==> config.mk <==
export PLATFORM = sky130hd
export DESIGN_NAME = j6502_bus_ctrl
export DESIGN_NICKNAME = d
export VERILOG_FILES = /design/src/rtl/j6502_bus_ctrl.sv
export SDC_FILE = /design/constraint.sdc
export NUM_CORES = 1
export LEC_CHECK = 0
export CORE_MARGIN = 1.5
export CORE_UTILIZATION = 42
export DETAILED_ROUTE_END_ITERATION = 8
export GPL_TIMING_DRIVEN = 0
export PLACE_DENSITY = 0.95
export SLEW_MARGIN = 0
export SYNTH_ARGS = -nofsm -noshare
export SYNTH_HDL_FRONTEND = slang
export SYNTH_SLANG_ARGS = --single-unit
==> constraint.sdc <==
create_clock -name fst_clk -period 2.4 [get_ports fst_clk]
set_input_delay 0.48 -clock fst_clk [delete_from_list [all_inputs] [get_ports fst_clk]]
set_output_delay 0.48 -clock fst_clk [all_outputs]
set_load 0.005 [all_outputs]
==> src/rtl/j6502_bus_ctrl.sv <==
// rtl/j6502_bus_ctrl.sv - J6502 phi1/phi2 generator, chip-select decode and read capture
// Optional phi2 wait-state stretching is enabled by defining J6502_BUS_CTRL_STRETCH_EN.
`timescale 1ns/1ps
module j6502_bus_ctrl #(
    parameter int PHASE_LEN = 4,
    parameter int ROM_WAIT  = 1,
    parameter int IO_WAIT   = 0
) (
    input  logic        fst_clk,
    input  logic        res,
    input  logic [15:0] address,
    input  logic        rw_n,
    input  logic [7:0]  ram_din,
    input  logic [7:0]  via_din,
    input  logic [7:0]  rom_din,
    output logic        phi1,
    output logic        phi2,
    output logic        cs_ram,
    output logic        cs_via,
    output logic        cs_rom,
    output logic        we_n,
    output logic [7:0]  cpu_din
);

    typedef enum logic [1:0] {PH1, GAP1, PH2, GAP2} state_t;
    typedef enum logic [1:0] {SEL_RAM, SEL_VIA, SEL_ROM} sel_t;

    localparam logic [3:0] LAST = 4'(PHASE_LEN - 1);

    state_t     state;
    logic [3:0] cnt;
    logic       rd;
    sel_t       sel;
    sel_t       dec_sel;
    logic [7:0] sel_data;
    logic       ph2_done;

    // Only bits [15:13] take part in the decode; the VIA sees its own low bits.
    logic unused_addr;
    assign unused_addr = ^address[12:0];

    always_comb begin
        dec_sel = SEL_RAM;
        if (address[15])
            dec_sel = SEL_ROM;
        else if (address[14:13] == 2'b11)
            dec_sel = SEL_VIA;
    end

    always_comb begin
        sel_data = ram_din;
        case (sel)
            SEL_VIA: sel_data = via_din;
            SEL_ROM: sel_data = rom_din;
            default: sel_data = ram_din;
        endcase
    end

`ifdef J6502_BUS_CTRL_STRETCH_EN
    logic [2:0] stretch;
    logic [2:0] wait_len;
    logic [2:0] dec_wait;

    always_comb begin
        dec_wait = 3'd0;
        case (dec_sel)
            SEL_ROM: dec_wait = 3'(ROM_WAIT);
            SEL_VIA: dec_wait = 3'(IO_WAIT);
            default: dec_wait = 3'd0;
        endcase
    end

    assign ph2_done = (cnt == LAST) && (stretch == wait_len);

    always_ff @(posedge fst_clk) begin
        if (res) begin
            stretch  <= 3'd0;
            wait_len <= 3'd0;
        end else if (state == GAP1) begin
            stretch  <= 3'd0;
            wait_len <= dec_wait;
        end else if (state == PH2 && cnt == LAST && !ph2_done) begin
            stretch <= stretch + 3'd1;
        end
    end
`else
    assign ph2_done = (cnt == LAST);
`endif

    // cnt counts the cycles already spent in the current phase; reset leaves it
    // at 0 so the first edge out of reset raises phi1 as PH1's first cycle.
    always_ff @(posedge fst_clk) begin
        if (res) begin
            state   <= PH1;
            cnt     <= 4'd0;
            phi1    <= 1'b0;
            phi2    <= 1'b0;
            cs_ram  <= 1'b0;
            cs_via  <= 1'b0;
            cs_rom  <= 1'b0;
            we_n    <= 1'b1;
            cpu_din <= 8'h00;
            rd      <= 1'b1;
            sel     <= SEL_RAM;
        end else begin
            case (state)
                PH1: begin
                    if (cnt == LAST) begin
                        state <= GAP1;
                        cnt   <= 4'd0;
                        phi1  <= 1'b0;
                    end else begin
                        cnt  <= cnt + 4'd1;
                        phi1 <= 1'b1;
                    end
                end
                GAP1: begin
                    state  <= PH2;
                    cnt    <= 4'd1;
                    phi2   <= 1'b1;
                    rd     <= rw_n;
                    sel    <= dec_sel;
                    cs_ram <= (dec_sel == SEL_RAM);
                    cs_via <= (dec_sel == SEL_VIA);
                    cs_rom <= (dec_sel == SEL_ROM);
                    we_n   <= rw_n;
                end
                PH2: begin
                    if (ph2_done) begin
                        state  <= GAP2;
                        cnt    <= 4'd0;
                        phi2   <= 1'b0;
                        cs_ram <= 1'b0;
                        cs_via <= 1'b0;
                        cs_rom <= 1'b0;
                        we_n   <= 1'b1;
                        if (rd)
                            cpu_din <= sel_data;
                    end else if (cnt == LAST) begin
                        // each wait state adds a full PHASE_LEN of phi2 high time
                        cnt <= 4'd0;
                    end else begin
                        cnt <= cnt + 4'd1;
                    end
                end
                default: begin
                    state <= PH1;
                    cnt   <= 4'd1;
                    phi1  <= 1'b1;
                end
            endcase
        end
    end

endmodule

==> summary.md, run 1 <==
| Metric | Value |
|---|---|
| Vias | 1053 |
| Final Util | 0.647 |
| Min-delay worst type | reg2reg |
| Clock-pin slew on the worst setup and hold paths | 140 ps |
| CTS buffer count | 3 |
| Die Ht | around 55 um |
| Row count | 18 |
| Root Buffer | clkbuf_4 |
| Switch share | 0.278 |
| Count of flip-flops with a built-in enable after synthesis | 0 |
| Starting Density | 0.447 |
| Clock group share of total power | 0.242 |
| I/O pin count | 57 |
| Internal | 569 uW |
| Sequential area share after synthesis | 0.412 |
| Number of global-route vias before repair | 1011 |
| Fin crit period | 1840 ps |
| Routed Antenna Nets | 0 |
| Period Utilization, post-route | 0.765 |
| Outcome | completed |
| Worst-case vdd ir drop | ~0.0004 V |
| Tot Pwr | roughly 800 uW |
| Reg area | roughly 460 um^2 |
| Clock Sinks | 23 |
| RSZ-0062 raised after global routing | false |
| Die area | 0.00298 mm^2 |
| Ys flop type | dfxtp_1 |
| Lkg Pwr | 0.000599 uW |
| Final Max Slew Viols | 0 |
| Avg Vias per Cell | ~5.3 |
| Initial DRC Count | 19 |
| Final worst slack | 565 ps |
| Crit path launch type | register |
| Switching power | 219 uW |
| # DRC | 0 |
| Fin nets | 221 |
| Data arrival, critical path | 2110 ps |
| Max Cap Viol | 0 |
| Share of post-route cells with drive strength above 1 | 0.0588 |
| Pwr per Cell Area | 488 mW/mm^2 |
| FILL cells | just under 200 |
| Post-synthesis cell type count | 31 |
| Clock tree buffer depth | 2 |
| Die Wd | 54.6 um |
| Final hold vios | 0 |
| Global-route wire length before repair | 4540 um |
| Final hold slack | 489 ps |
| Synth Net Count | 173 |
| WL per Instance | 14.5 um |
| Port Buf Inserts | 43 |
| Mapped cell area | about 0.0011 mm^2 |
| Clock skew | 6.96 ps |
| N_diodes | 0 |
| Crit Path Class | reg2reg |
| Multi-input gate area | 619 um^2 |
| Core area | around 0.0025 mm^2 |
| Seq pwr share | 0.528 |
| FMAX | between 0.5 and 0.6 GHz |
| Post_cts resized | 0 |
| Synth warnings | 0 |
| Largest net degree at the start of global routing | 15 |
| Comb power frac | 0.230 |
| H-tree Lvls | 1 |
| Postcts setup bufs | 0 |
| Final setup TNS | 0 ps |
| Hold Path Stages | 1 |
| Relative slew margins | 0.497 |
| FF-to-FF path depth | 5 |
| TritonRoute pass-1 iters | 4 |
| Worst slew pin tran | 751 ps |
| Skew-Pair Late Insertion Delay | 320 ps |
| Detailed Place HPWL | between 2000 and 2500 um |
| Critical Path Fanout Max | 10 |
| Hold_buf cts | 0 |
| Pre-CTS WS | 444 ps |
| CP required | 2670 ps |
| DRT Wirelength | 2900 um |
| Asr flop ratio synth | 0 |
| CTS tree | yes |
| Avg Inst Size Synth | 9.09 um^2 |
| Syn-to-layout area delta | 44.5% |
| Gpl congestion | 0.786 |
| Final setup violation count | 0 |
| GR Overflow Total | 0 |
| Tot GR Track Use | 0.213 |
| Cells after synthesis | 123 |
| Worst Setup End Kind | register |
| Initial antenna violation count | 0 |
| Seq cells post-synth | 23 |
## synthesized netlist by cell type (2+ instances only)
library cell,instances,share of area
a22oi_1,8,0.054
ha_1,7,0.078
a21oi_1,6,0.027
nand2_1,13,0.044
nand3_1,3,0.013
inv_1,5,0.017
nor2_1,7,0.023
a211o_1,2,0.016
dfxtp_1,23,0.41
o21ai_0,12,0.054
nand2b_1,4,0.022
a22o_1,8,0.063
nor2b_1,4,0.022
clkbuf_1,4,0.013
## logic make-up (layout without fill, tap and decap cells)
logic type,count (synthesis),in the layout,synth area share
flops,23,23,0.412
mux,2,2,0.0190
buf+inv,10,57,0.0347
compound gates,42,42,0.254
xor+xnor,1,1,0.00783
simple gates,38,38,0.195
fa+ha+maj,7,7,0.0783
## cells in the final DEF (no fill, tap or decap)
master and instances:
a21o_1 1, mux2_2 1, a31oi_1 1, mux2i_1 1, nor2_1 7, a311oi_1 1, a21boi_0 1, nor3_4 1
a22oi_1 8, nor2b_1 4, o41ai_1 1, clkbuf_4 3, clkinvlp_4 1, clkdlybuf4s50_1 43, ha_1 7, a22o_1 8
nor4b_1 1, xor2_1 1, nand3_1 3, a211o_1 2, or2_2 1, a211oi_1 1, inv_1 5, nand2b_1 4
o21ai_0 12, or3b_4 1, buf_2 1, a21oi_1 6, dfxtp_1 23, nor3b_1 1, nor3b_4 1, nand4b_1 1
nand2_1 13, clkbuf_1 4
## worst paths after layout
check           start          to  slack [ps]
max          state[0]  cpu_din[6]         560
min reg2reg      we_n        we_n         490
max reg2reg  state[0]  cpu_din[6]         560
min              we_n        we_n         490
## power groups by stage
stage               sequential (uW)  combinational (uW)  clock (uW)
floorplan                       423                88.8           0
global placement                423                 170           0
detailed placement              425                 180           0
CTS                             416                 180         192
global route                    419                 199         211
finish                          416                 181         191
## registers in the layout (all words and copies together) (netlist names)
name and cells:
cpu_din 8, cnt 4, sel 2, state 2
cs_ram 1, cs_rom 1, cs_via 1, phi1 1
phi2 1, rd 1, we_n 1
## per-layer routing
metal / track usage / share of wire / vias up
met5: 0 / 0 / -
met4: 0.0792 / 0.015 / 0
met3: 0.0383 / 0.028 / 4
met2: 0.369 / 0.52 / 23
met1: 0.260 / 0.44 / 483
li1: - / - / 543
## stage by stage
stage | area [um^2] | instances
CTS | 1620 | 200
detailed placement | 1590 | 196
floorplan | 1120 | 123
global route | 1620 | 200
global placement | 1590 | 196
finish | 1620 | 200
## final cells by class
class,instances,share of cell area
multi-input cells,90,0.383
flip-flops and latches,23,0.285
repair buffers,43,0.266
well taps,30,0.0232
clock buffers,3,0.0139
plain buffers,5,0.0124
inverters,5,0.0116
clock inverters,1,0.00464
## worst max-delay path, stage by stage (launching register included)
cell and delay, ps:
dfxtp_1 430, inv_1 90, ha_1 190, buf_2 180, a31oi_1 640, a22o_1 250
(Power assumes the default switching activity.)
==> inputs of run 2 (changes only) <==
CORE_UTILIZATION = 35   (was 42)
PLACE_DENSITY = 0.86   (was 0.95)
clock period = 1.6 ns   (was 2.4 ns; I/O delays follow)
==> summary.md, run 2 (same netlist as run 1, synthesis figures left out) <==
| Metric | Value |
|---|---|
| Initial antenna violation count | 0 (unchanged) |
| Relative slew margins | 0.722 (was 0.497) |
| Worst-case vdd ir drop | 0.000540 V (was 0.000397 V) |
| Commonest non-fill, non-tap cell in the layout | clkdlybuf4s50_1 (unchanged) |
| Pwr per Cell Area | 699 mW/mm^2 (was 488 mW/mm^2) |
| Detailed Place HPWL | 1950 um (was 2350 um) |
| FILL cells | 289 (was 193) |
| Min-delay worst type | reg2reg (unchanged) |
| Crit path launch type | register (unchanged) |
| Tot GR Track Use | 0.153 (was 0.213) |
| Global-route wire length before repair | 4040 um (was 4540 um) |
| Clock-pin slew on the worst setup and hold paths | 130 ps (was 140 ps) |
| N_diodes | 0 (unchanged) |
| Multi-input gate area | 653 um^2 (was 619 um^2) |
| Die area | 0.00354 mm^2 (was 0.00298 mm^2) |
| Clock tree buffer depth | 2 (unchanged) |
| Root Buffer | clkbuf_4 (unchanged) |
| Lkg Pwr | 0.000618 uW (was 0.000599 uW) |
| I/O pin count | 57 (unchanged) |
| Critical Path Fanout Max | 5 (was 10) |
| Final Max Slew Viols | 0 (unchanged) |
| Largest reg by FF count | cpu_din (unchanged) |
| Clock skew | 9.42 ps (was 6.96 ps) |
| Worst slew pin tran | 418 ps (was 751 ps) |
| Max reg flops | 8 (unchanged) |
| GR Overflow Total | 0 (unchanged) |
| Reg area | 464 um^2 (was 460 um^2) |
| Worst Setup End Kind | register (unchanged) |
| Vias | 1057 (was 1053) |
| Port Buf Inserts | 43 (unchanged) |
| Outcome | completed (unchanged) |
| Largest registers | cpu_din: 8 flops, cnt: 4 flops (unchanged) |
| CTS buffer count | 3 (unchanged) |
| Tot Pwr | 1180 uW (was 788 uW) |
| Final hold slack | 471 ps (was 489 ps) |
| Row count | 20 (was 18) |
| Core area | 0.00305 mm^2 (was 0.00250 mm^2) |
| Routed Antenna Nets | 0 (unchanged) |
| WL per Instance | 12.1 um (was 14.5 um) |
| Final Instance Area | 0.00169 mm^2 (was 0.00162 mm^2) |
| Skew-Pair Late Insertion Delay | 320 ps (about the same) |
| Final setup violation count | 0 (unchanged) |
| Share of post-route cells with drive strength above 1 | 0.123 (was 0.0588) |
| Final hold vios | 0 (unchanged) |
| Largest net degree at the start of global routing | 17 (was 15) |
| Fin crit period | 1540 ps (was 1840 ps) |
| Die Wd | 59.5 um (was 54.6 um) |
| Number of global-route vias before repair | 909 (was 1011) |
| Syn-to-layout area delta | 50.8% (was 44.5%) |
| Data arrival, critical path | 1800 ps (was 2110 ps) |
| TritonRoute pass-1 iters | 4 (unchanged) |
| Avg Vias per Cell | 4.92 (was 5.27) |
| # DRC | 0 (unchanged) |
| FMAX | 0.651 GHz (was 0.545 GHz) |
| Die Ht | 59.5 um (was 54.6 um) |
| Period Utilization, post-route | 0.960 (was 0.765) |
| Fin nets | 222 (was 221) |
| Placed Area | 0.00160 mm^2 (was 0.00159 mm^2) |
| Clock Sinks | 23 (unchanged) |
| Gpl congestion | 0.728 (was 0.786) |
| Crit Path Class | reg2reg (unchanged) |
| Starting Density | 0.366 (was 0.447) |
| CTS tree | yes (unchanged) |
| Max Cap Viol | 0 (unchanged) |
| Most frequent cells in the layout | clkdlybuf4s50_1 (43), dfxtp_1 (20), nand2_1 (13) (was clkdlybuf4s50_1 (43), dfxtp_1 (23), nand2_1 (13)) |
| H-tree Lvls | 1 (unchanged) |
| DRT Wirelength | 2590 um (was 2900 um) |
| Initial DRC Count | 16 (was 19) |
| CP required | 1870 ps (was 2670 ps) |
-- run 2: cell count changes in the layout (fill, tap and decap cells not counted), sizes merged --
cell	before	now
buf	1	3
clkinvlp	1	0
clkinv	0	1
clkbuf	7	6
-- run 2: layout make-up --
type                       instances  share of cell area
timing repair buffer              46               0.269
clock buffer                       3              0.0134
buffer                             3             0.00890
clock inverter                     1             0.00297
inverter                           5              0.0111
tap                               44              0.0326
sequential                        23               0.275
multi-input combinational         90               0.387
-- run 2: report_power, final --
group	leakage (uW)	switching (uW)	internal, uW
logic	0.000413	115	164
registers	0.000188	20.2	605
clock network	0.0000177	181	93.7
-- run 2: repair_timing --
item	CTS	global route
hold buffers	0	0
setup endpoints to repair	9	14
pin swaps	1	1
resized for setup	3	9
hold endpoints to repair	0	0
gates cloned	0	0
buffers inserted	1	2
-- run 2: worst max-delay path: stages (launching register included) --
cell	delay (ps)
dfxtp_2	370
ha_2	200
or3b_4	430
nor3_4	200
buf_4	170
a22o_1	120
-- run 2: metrics by stage --
step	utilization	TNS, ps	instances	setup slack (ps)
after detailed placement	0.525	-2140	210	-254
after floorplan	-	0	123	155
final	0.552	0	215	64.1
after global placement	0.525	-1930	210	-233
after global routing	0.552	-34.0	215	-13.1
after CTS	0.539	0	214	7.29
-- run 2: metal layers --
metal / vias to the layer above / GRT usage / wire [um]
met5: - / 0 / 0
met4: 0 / 0.0921 / 59
li1: 540 / - / -
met3: 5 / 0.0218 / 82
met2: 23 / 0.242 / 1230
met1: 489 / 0.197 / 1220
-- run 2: worst paths after layout --
check | start | end | slack (ps) | depth (start not counted)
max | cnt[0] | cpu_din[0] | 60 | 5
max reg2reg | cnt[0] | cpu_din[0] | 60 | 5
min | phi1 | phi1 | 470 | 2
min reg2reg | phi1 | phi1 | 470 | 2
